File: src/rtl/cdb_arbiter.sv
// -----------------------------------------------------------------------------
// cdb_arbiter
//
// Round-robin arbiter that places one functional-unit result per cycle onto the
// Common Data Bus. The winner is acked combinationally in the same cycle and
// its result is broadcast from a register on the following cycle.
//
// Handshake (done/ack): an FU raises fu_done[i] with fu_value[i]/fu_rob_tag[i]
// stable and holds all three until it samples fu_ack[i]=1 on a rising edge.
// The transfer happens on exactly that edge. fu_ack is one-hot, only ever set
// for a lane whose done is high, and is all-zero during flush or reset.
//
// Ports
//   clock          in   rising-edge clock
//   reset          in   asynchronous active-low reset
//   flush          in   synchronous squash; blocks grants for that cycle
//   fu_done        in   [NUM_FU]          per-FU result ready
//   fu_value       in   [NUM_FU][XLEN]    per-FU result value
//   fu_rob_tag     in   [NUM_FU][TAG_W]   per-FU destination ROB tag
//   fu_ack         out  [NUM_FU]          one-hot grant (combinational)
//   cdb_valid      out                    registered broadcast valid
//   cdb_value      out  [XLEN]            registered broadcast value
//   cdb_rob_tag    out  [TAG_W]           registered broadcast tag
//   cdb_fu_id      out  [ID_W]            registered winning FU index
//   bcast_count    out  [32]              total broadcasts (wraps)
//   conflict_count out  [32]              grants made while >=2 FUs were ready
//   rr_ptr         out  [ID_W]            round-robin pointer, debug visibility
// -----------------------------------------------------------------------------
module cdb_arbiter #(
  parameter  int NUM_FU = 4,
  parameter  int XLEN   = 32,
  parameter  int TAG_W  = 5,
  localparam int ID_W   = $clog2(NUM_FU)
) (
  input  logic                              clock,
  input  logic                              reset,
  input  logic                              flush,
  input  logic [NUM_FU-1:0]                 fu_done,
  input  logic [NUM_FU-1:0][XLEN-1:0]       fu_value,
  input  logic [NUM_FU-1:0][TAG_W-1:0]      fu_rob_tag,
  output logic [NUM_FU-1:0]                 fu_ack,
  output logic                              cdb_valid,
  output logic [XLEN-1:0]                   cdb_value,
  output logic [TAG_W-1:0]                  cdb_rob_tag,
  output logic [ID_W-1:0]                   cdb_fu_id,
  output logic [31:0]                       bcast_count,
  output logic [31:0]                       conflict_count,
  output logic [ID_W-1:0]                   rr_ptr
);

  logic [ID_W-1:0]   ptr;

  logic              hi_found;
  logic [ID_W-1:0]   hi_idx;
  logic              lo_found;
  logic [ID_W-1:0]   lo_idx;
  logic [ID_W-1:0]   win_idx;
  logic [ID_W-1:0]   next_ptr;
  logic              any_done;
  logic              multi_done;
  logic              grant;

  // The wrapping search from ptr is split into two ascending scans:
  // the first ready lane at or above ptr wins; if there is none, the lowest
  // ready lane overall wins (that is the wrap-around part of the search).
  always_comb begin
    hi_found = 1'b0;
    hi_idx   = '0;
    lo_found = 1'b0;
    lo_idx   = '0;
    for (int i = 0; i < NUM_FU; i++) begin
      if (fu_done[i] && !lo_found) begin
        lo_found = 1'b1;
        lo_idx   = ID_W'(i);
      end
      if (fu_done[i] && !hi_found && (i >= int'(ptr))) begin
        hi_found = 1'b1;
        hi_idx   = ID_W'(i);
      end
    end
  end

  assign win_idx  = hi_found ? hi_idx : lo_idx;
  assign any_done = |fu_done;

  // Clearing the lowest set bit leaves something only when two or more are set.
  assign multi_done = |(fu_done & (fu_done - NUM_FU'(1)));

  // reset is folded in so the ack is forced low the instant reset asserts,
  // not just after the registers clear.
  assign grant = any_done && !flush && reset;

  always_comb begin
    fu_ack = '0;
    if (grant) begin
      fu_ack[win_idx] = 1'b1;
    end
  end

  // Explicit wrap keeps this correct for NUM_FU that is not a power of two.
  assign next_ptr = (win_idx == ID_W'(NUM_FU - 1)) ? '0 : win_idx + ID_W'(1);

  always_ff @(posedge clock or negedge reset) begin
    if (!reset) begin
      ptr            <= '0;
      cdb_valid      <= 1'b0;
      cdb_value      <= '0;
      cdb_rob_tag    <= '0;
      cdb_fu_id      <= '0;
      bcast_count    <= '0;
      conflict_count <= '0;
    end else if (grant) begin
      ptr            <= next_ptr;
      cdb_valid      <= 1'b1;
      cdb_value      <= fu_value[win_idx];
      cdb_rob_tag    <= fu_rob_tag[win_idx];
      cdb_fu_id      <= win_idx;
      bcast_count    <= bcast_count + 32'd1;
      if (multi_done) begin
        conflict_count <= conflict_count + 32'd1;
      end
    end else begin
      // No grant (idle or flush): drop valid, hold payload, pointer, counters.
      cdb_valid <= 1'b0;
    end
  end

  assign rr_ptr = ptr;

endmodule

File: config.mk
export PLATFORM = sky130hd
export DESIGN_NAME = cdb_arbiter
export DESIGN_NICKNAME = d
export VERILOG_FILES = /design/src/rtl/cdb_arbiter.sv
export SDC_FILE = /design/constraint.sdc
export NUM_CORES = 1
export LEC_CHECK = 0
export ABC_CLOCK_PERIOD_IN_PS = 3200
export BUFFER_PORTS_ARGS = -buffer_cell sky130_fd_sc_hd__clkbuf_2
export CORE_MARGIN = 5
export CORE_UTILIZATION = 30
export CTS_CLUSTER_SIZE = 8
export DETAILED_ROUTE_END_ITERATION = 7
export GPL_ROUTABILITY_DRIVEN = 0
export SYNTH_ARGS = -nofsm -noshare
export SYNTH_HDL_FRONTEND = slang
export SYNTH_SLANG_ARGS = --single-unit
File: constraint.sdc
create_clock -name clock -period 3.2 [get_ports clock]
set_input_delay 0.64 -clock clock [delete_from_list [all_inputs] [get_ports clock]]
set_output_delay 0.64 -clock clock [all_outputs]
set_load 0.01 [all_outputs]
==> results summary, run 1 <==
The post-synthesis instance area came out at between 5000 and 6000 sq um. The total count of hold-check failures in the final report came to 0. The antenna diode count is 0. The largest driver fanout on the critical path came out at 9.

The worst setup path is of the reg2out kind. The total length of routed wires is 17.8 mm. The filler cells instantiated in the layout total around 1800. The most used flip-flop cell after synthesis is sky130_fd_sc_hd__dfrtp_1. The number of remaining DRC errors is 0. Walking the worst path, the cells encountered are nor2b_1 -> o21a_2 -> nor3_4 -> inv_4 -> ha_1 -> and3_1 -> clkbuf_2. Setup repair after global routing left no endpoint under its margin. The count of antenna-violating nets left after detailed routing is 0. The count of clock tree sinks came out at ~110. The total negative slack is 0 ns. The number of max-slew violations in the final report came out at 0.

The deepest level of the CTS H-tree is 3. The cell row count is 50. The footprint of the multi-input gates is 2840 sq um. The initial utilization of the core area, before any placement, comes to a little under a third. For this design the ratio of total power to cell area is around 580 nW/um^2.

The number of iterations in the first detailed-routing pass is 4. The slowest library cell on the worst path is sky130_fd_sc_hd__dfrtp_1. The data arrival at the endpoint of the critical path is roughly 2.2 ns. The worst setup path is captured at an output port. The net count of the mapped netlist is about 700. The relative max-transition margin came out at around 37%. The number of clock buffers added by TritonCTS is 9. On the worst path, the slowest cell contributes a delay of between 0.4 and 0.5 ns. The area enclosed by the die boundary came out at approximately 22000 sq um. The via count of the first global-routing pass is approximately 5300. The count of different cell masters after synthesis came out at 45. The post-cts hold buffer count is 0.

Clock-pin slew was measured on the worst setup and hold paths at approximately 0.080 ns. For the finished layout, the period the worst path requires is between 2 and 3 ns. CTS placed an instance of sky130_fd_sc_hd__clkbuf_16 at the clock tree root. Gates resized during post-CTS repair numbered 0. The die width is about 150 um. The area taken by flip-flops and latches came out at between 2000 and 3000 sq um. The required time at the endpoint of the critical path is approximately 2.6 ns. Summing the sequential cell areas from Yosys gives about 47% of the chip area.

The number of port buffers is 264. In this run the deepest clock path goes through 2 buffers. The count of pins on the block boundary came out at 265. The initial antenna violation count came to 1. The layout net count came out at about 950. The synthesized instance count is around 540.

The chip height is 148 um. The number of vias per cell after detailed routing came out at about 5. The wire length per cell after detailed routing came out at between 15 and 20 um. Entering global routing, the biggest net connects 71 pins. The count of buffers added by post-CTS timing repair for setup is 0. For this run, the number of Yosys warnings is 0. The reported leakage power is around 0.0037 uW. Of the cells placed in the final design, the portion with a size suffix greater than 1 is ~38%.

The worst IR drop on VDD is 0.000288 V. STA classifies the critical path startpoint as a register. Leaving out fill and tap cells, the most frequent cells in the layout are sky130_fd_sc_hd__clkbuf_2, sky130_fd_sc_hd__dfrtp_1, sky130_fd_sc_hd__a211oi_1. For the final database, setup skew stands at between 0.01 and 0.015 ns. The maximum clock frequency came out at 355 MHz. The residual overflow from global routing came out at 0. The register bit total from synthesis is around 110. Cells fill around two fifths of the core in the end.

The tightest min-delay check is of the in2async type. The first routing iteration left 166 violations. The library cell used most frequently in the layout, excluding fill and tap cells, is sky130_fd_sc_hd__clkbuf_2. Of all flip-flops after synthesis, the portion carrying an async set or reset was 100%. The count of max-cap constraint violations is 0. For this run, the total global-route usage over all layers was measured as roughly 16%. The area growth from synthesis to layout is 31.9%. The later pin in the worst-skew pair is clocked with a latency of roughly 0.36 ns.

The post-synthesis average cell area is 10.5 sq um. The run finished with clean final reports. The total half-perimeter wirelength after legalization and detailed placement came out at approximately 13 mm. The CTS tree is yes. The area inside the core boundary came out at ~19000 sq um.

Of the available clock period, the critical path in the final layout requires between 80% and 90%. The final count of negative-setup-slack endpoints is 0. Across all layers, the routed design uses roughly 5000 vias.

The number of enable flip-flop cells after synthesis came out at 0. The wire length of the first global-routing pass is 28.6 mm. The slew at the pin closest to its max-slew limit is 0.939 ns.
power breakdown:
part           internal [uW]  switching [uW]  leakage [uW]
sequential              1590             223       0.00135
clock                    559             573      0.000146
combinational            600             795       0.00217
total                   2750            1590       0.00366
synthesized netlist by cell type, drive strengths merged (5+ instances only):
cell,count,area (sq um)
clkbuf,17,63.8
xor2,7,61.3
ha,6,75.1
mux2,5,56.3
nor2,46,173
o31ai,5,37.5
nand4,22,138
a221o,5,50.1
a21oi,7,38.8
nor3,5,41.3
buf,17,120
nand3,27,140
and4,38,333
and3,18,113
xnor2,55,482
a211oi,65,493
dfrtp,106,2650
nand2,33,131
mux2i,32,320
cells by family after synthesis:
family | synth area share (%)
AND/OR/NAND/NOR | 20.3
flip-flops | 46.6
AO/OA/AOI/OAI | 11.9
XOR/XNOR | 9.55
buffers and inverters | 3.54
multiplexers | 6.62
adder cells (fa/ha/maj) | 1.50
routing by layer:
layer	global-route usage, %	vias up	share of wire [%]
li1	-	2509	-
met1	20.8	2421	43
met2	26.9	186	48
met3	5.09	17	7.8
met4	4.33	2	1.4
met5	0	-	0.073
worst paths after layout:
path / start / end / slack, ns / cells past startpoint
max in group asynchronous: reset / cdb_rob_tag[1] / 1.62 / 3
hold reg to reg: bcast_count[31] / bcast_count[31] / 0.47 / 1
min in group clock: bcast_count[31] / bcast_count[31] / 0.47 / 1
setup reg to reg: rr_ptr[1] / cdb_value[20] / 0.80 / 7
setup / recovery: rr_ptr[1] / fu_ack[2] / 0.38 / 7
hold / removal: reset / bcast_count[18] / 0.46 / 2
flip-flops by register name, indices dropped and copies added, names as in the netlist:
| name | cells |
|---|---|
| bcast_count | 32 |
| cdb_value | 32 |
| conflict_count | 32 |
| cdb_rob_tag | 5 |
| cdb_fu_id | 2 |
| rr_ptr | 2 |
| cdb_valid | 1 |
final cells by class:
cell class / count / share of cell area (%)
multi-input combinational: 397 / 37.8
inverter: 4 / 0.233
clock inverter: 7 / 1.07
tap: 234 / 3.90
sequential: 106 / 35.4
clock buffer: 9 / 3.00
timing repair buffer: 272 / 18.6
per-stage QoR:
stage | instances | power [uW] | setup slack [ns] | instance area (sq um) | hold slack (ns)
after global placement | 1013 | 3250 | 0.326 | 7200 | 0.461
after global routing | 1029 | 4630 | 0.269 | 7500 | 0.496
after floorplan | 541 | 2620 | 0.626 | 5690 | 0.344
final | 1029 | 4340 | 0.382 | 7500 | 0.464
after CTS | 1029 | 4410 | 0.374 | 7500 | 0.477
after detailed placement | 1013 | 3260 | 0.261 | 7200 | 0.466
critical path, delay by kind of cell (launching register included):
kind                       cells  cell delay (ns)
and+or+nand+nor                3             0.66
DFF                            1             0.47
AOI/OAI and AO/OA              1             0.28
buffers and inverters          2             0.21
adders and majority gates      1             0.21
Power figures use the tool's default switching activity.
==> inputs of run 2 (changes only) <==
BUFFER_PORTS_ARGS = not set   (was -buffer_cell sky130_fd_sc_hd__clkbuf_2)
DONT_BUFFER_PORTS = 1   (was not set)
PLACE_DENSITY = 0.51   (was not set)
==> run 2 against run 1 <==
Compared with the run above: count of clock-buffer cells in the layout grew 1; highest routed layer is now met4; via count shrank 16%; critical path depth shrank 1; worst hold slack lost 0.28 ns; first-iteration DRC count grew 31%; combinational power shrank 38%; sequential cell count is the same; sequential power grew 11%; routed wire length shrank 7.4%; design area shrank 17%; utilization shrank 6.8 points; largest cell class unchanged.
==> results summary, run 2 (same netlist as run 1, synthesis figures left out) <==
The number of iterations in the first detailed-routing pass came out at 6 (+2). The initial antenna violation count came out at 2 (+1). The required time at the endpoint of the critical path is 2.56 ns (about the same). Setup repair after global routing left no endpoint under its margin. The kind of cell with the highest combined delay along the critical path is simple AND/OR/NAND/NOR gates. The footprint of the multi-input gates came out at 2840 sq um (unchanged). The number of buffer and inverter instances along the worst setup path came out at 1 (-1). The total half-perimeter wirelength after legalization and detailed placement came out at 12.2 mm (-8.6%). TritonCTS built the clock tree. The largest registers in the layout are bcast_count (32), cdb_value (32), conflict_count (32). The worst setup slack after placement was 0.298 ns (+0.0372 ns). The count of pins on the block boundary is 265 (unchanged). The count of clock tree sinks came to 106 (unchanged). The total count of hold-check failures in the final report came out at 0 (unchanged).

The area enclosed by the die boundary was 21800 sq um (unchanged). The count of max-cap constraint violations is 0 (unchanged). In this run the clock root is driven by a sky130_fd_sc_hd__clkbuf_16. The total via count in the routed design is 4321 (-16%). The TritonCTS buffer count came out at 9 (unchanged). The largest incremental delay on the critical path was 0.50 ns (+0.03 ns). The overall routing resource usage is 14.6% (-1.8 points). The relative max-transition margin is 47.6% (+11 points).

The smallest setup slack after layout came to 0.430 ns (+0.0479 ns). The largest buffer count on any clock path came out at 2 (unchanged). The slowest stage of the critical path belongs to the cell sky130_fd_sc_hd__dfrtp_1. The wire length per cell after detailed routing came out at 21.5 um (+24%). The DRC marker count from the first detailed-route iteration came to 217 (+31%).

The largest driver fanout on the critical path is 9 (unchanged). The via count of the first global-routing pass is 4374 (-18%). The area taken by flip-flops and latches is 2650 sq um (unchanged).

The total length of routed wires is 16.5 mm (-7.4%). The area inside the core boundary came out at 18700 sq um (unchanged). STA classifies the critical path startpoint as a register. The total power is 4080 uW (-6.0%).

The sort of element at the end of the critical path is an output port. The power per unit of standard cell area came to 655 nW/um^2 (+13%). The number of remaining DRC errors is 0 (unchanged). The deepest level of the CTS H-tree was 3 (unchanged).

The clock transition at the registers of the reported paths is 0.08 ns (about the same). The post-route clock period utilization came out at 86.6% (-1.5 points). Traced cell by cell, the critical path runs through nor2b_1 -> o21a_2 -> nor3_4 -> inv_4 -> ha_1 -> and3_1. The cell row count came out at 50 (unchanged). The layout net count came out at 688 (-28%). The effective utilization at floorplan came out at 30.4% (unchanged). The final count of negative-setup-slack endpoints is 0 (unchanged). The wire length of the first global-routing pass was 25.2 mm (-12%). The die width is 148 um (unchanged). The chip height came out at 148 um (unchanged). The total negative slack came out at 0 ns (unchanged). The slew at the pin closest to its max-slew limit is 0.781 ns (-0.158 ns). The synthesis-to-layout area growth is 9.55%. The fraction of final layout cells with drive strength greater than 1 is 7.33% (-31 points). The data arrival at the endpoint of the critical path came out at 2.13 ns (-0.05 ns). The number of max-slew violations in the final report was 0 (unchanged).

The count of buffers added by post-CTS timing repair for setup is 0 (unchanged). Leaving out fill and tap cells, the most frequent cell in the layout is sky130_fd_sc_hd__dfrtp_1. The total of fill cells in the finished design came out at 1905 (+3.0%). The maximum number of pins on one net before global-route repair came to 107 (+51%). Leaving out fill and tap cells, the most frequent cells in the layout are sky130_fd_sc_hd__dfrtp_1, sky130_fd_sc_hd__a211oi_1, sky130_fd_sc_hd__xnor2_1. The number of vias per cell after detailed routing is 5.63 (+13%).

The maximum clock skew at final layout is 0.00931 ns (-0.00223 ns). The maximum clock frequency was 361 MHz (+1.7%). The tightest min-delay check is of the in2async type.

The count of antenna-violating nets left after detailed routing was 0 (unchanged). The final critical path time including I/O delays and setup came to 2.77 ns (-0.0479 ns). The number of port buffers is 0 (-100%). The clock latency on the worst-skew pair was 0.35 ns (about the same). The worst setup path is of the reg2out kind. The reported leakage power is 0.00257 uW (-30%). The flow ran to the end, and the final reports show no timing, DRC or antenna violations.

The residual overflow from global routing came out at 0 (unchanged). The worst IR drop on VDD is 0.000215 V (-25%).
## run 2: power breakdown
group	internal, uW	switching, uW	total, uW
Sequential	1590	423	2010
Combinational	374	498	872
Clock	647	550	1200
## run 2: cell type report
type                       instances  share of cell area [%]
antenna                            2                  0.0803
clock buffer                      10                    3.84
clock inverter                     6                    1.35
inverter                           4                   0.281
multi-input combinational        397                    45.6
sequential                       106                    42.6
tap                              234                    4.70
timing repair buffer               9                    1.61
## run 2: worst paths after layout
path	start	endpoint	slack (ns)	cells after the start
setup / recovery	rr_ptr[1]	fu_ack[0]	0.43	6
hold / removal	reset	bcast_count[20]	0.19	1
setup reg to reg	rr_ptr[1]	cdb_value[30]	0.75	7
hold reg to reg	bcast_count[31]	bcast_count[31]	0.54	1
max in group asynchronous	reset	bcast_count[0]	2.52	1
min in group clock	fu_value[60]	cdb_value[28]	0.52	2
## run 2: per-layer routing
layer	vias up	track usage (%)	share of wire, %
li1	1989	-	-
met1	2117	17.4	40
met2	196	23.8	48
met3	19	5.67	10
met4	0	5.27	1.9
met5	-	0	0
## run 2: timing repair
action,CTS,global route
hold buffers,1,0
hold endpoints to repair,106,0
resized for setup,0,0
## run 2: metrics by stage
stage,hold WS (ns),utilization [%],std cells,area (sq um)
detailed placement,0.347,31.4,749,5870
finish,0.187,33.3,768,6230
floorplan,0.344,-,541,5690
global route,0.252,33.3,766,6220
global placement,0.347,31.4,749,5870
CTS,0.241,33.3,766,6220
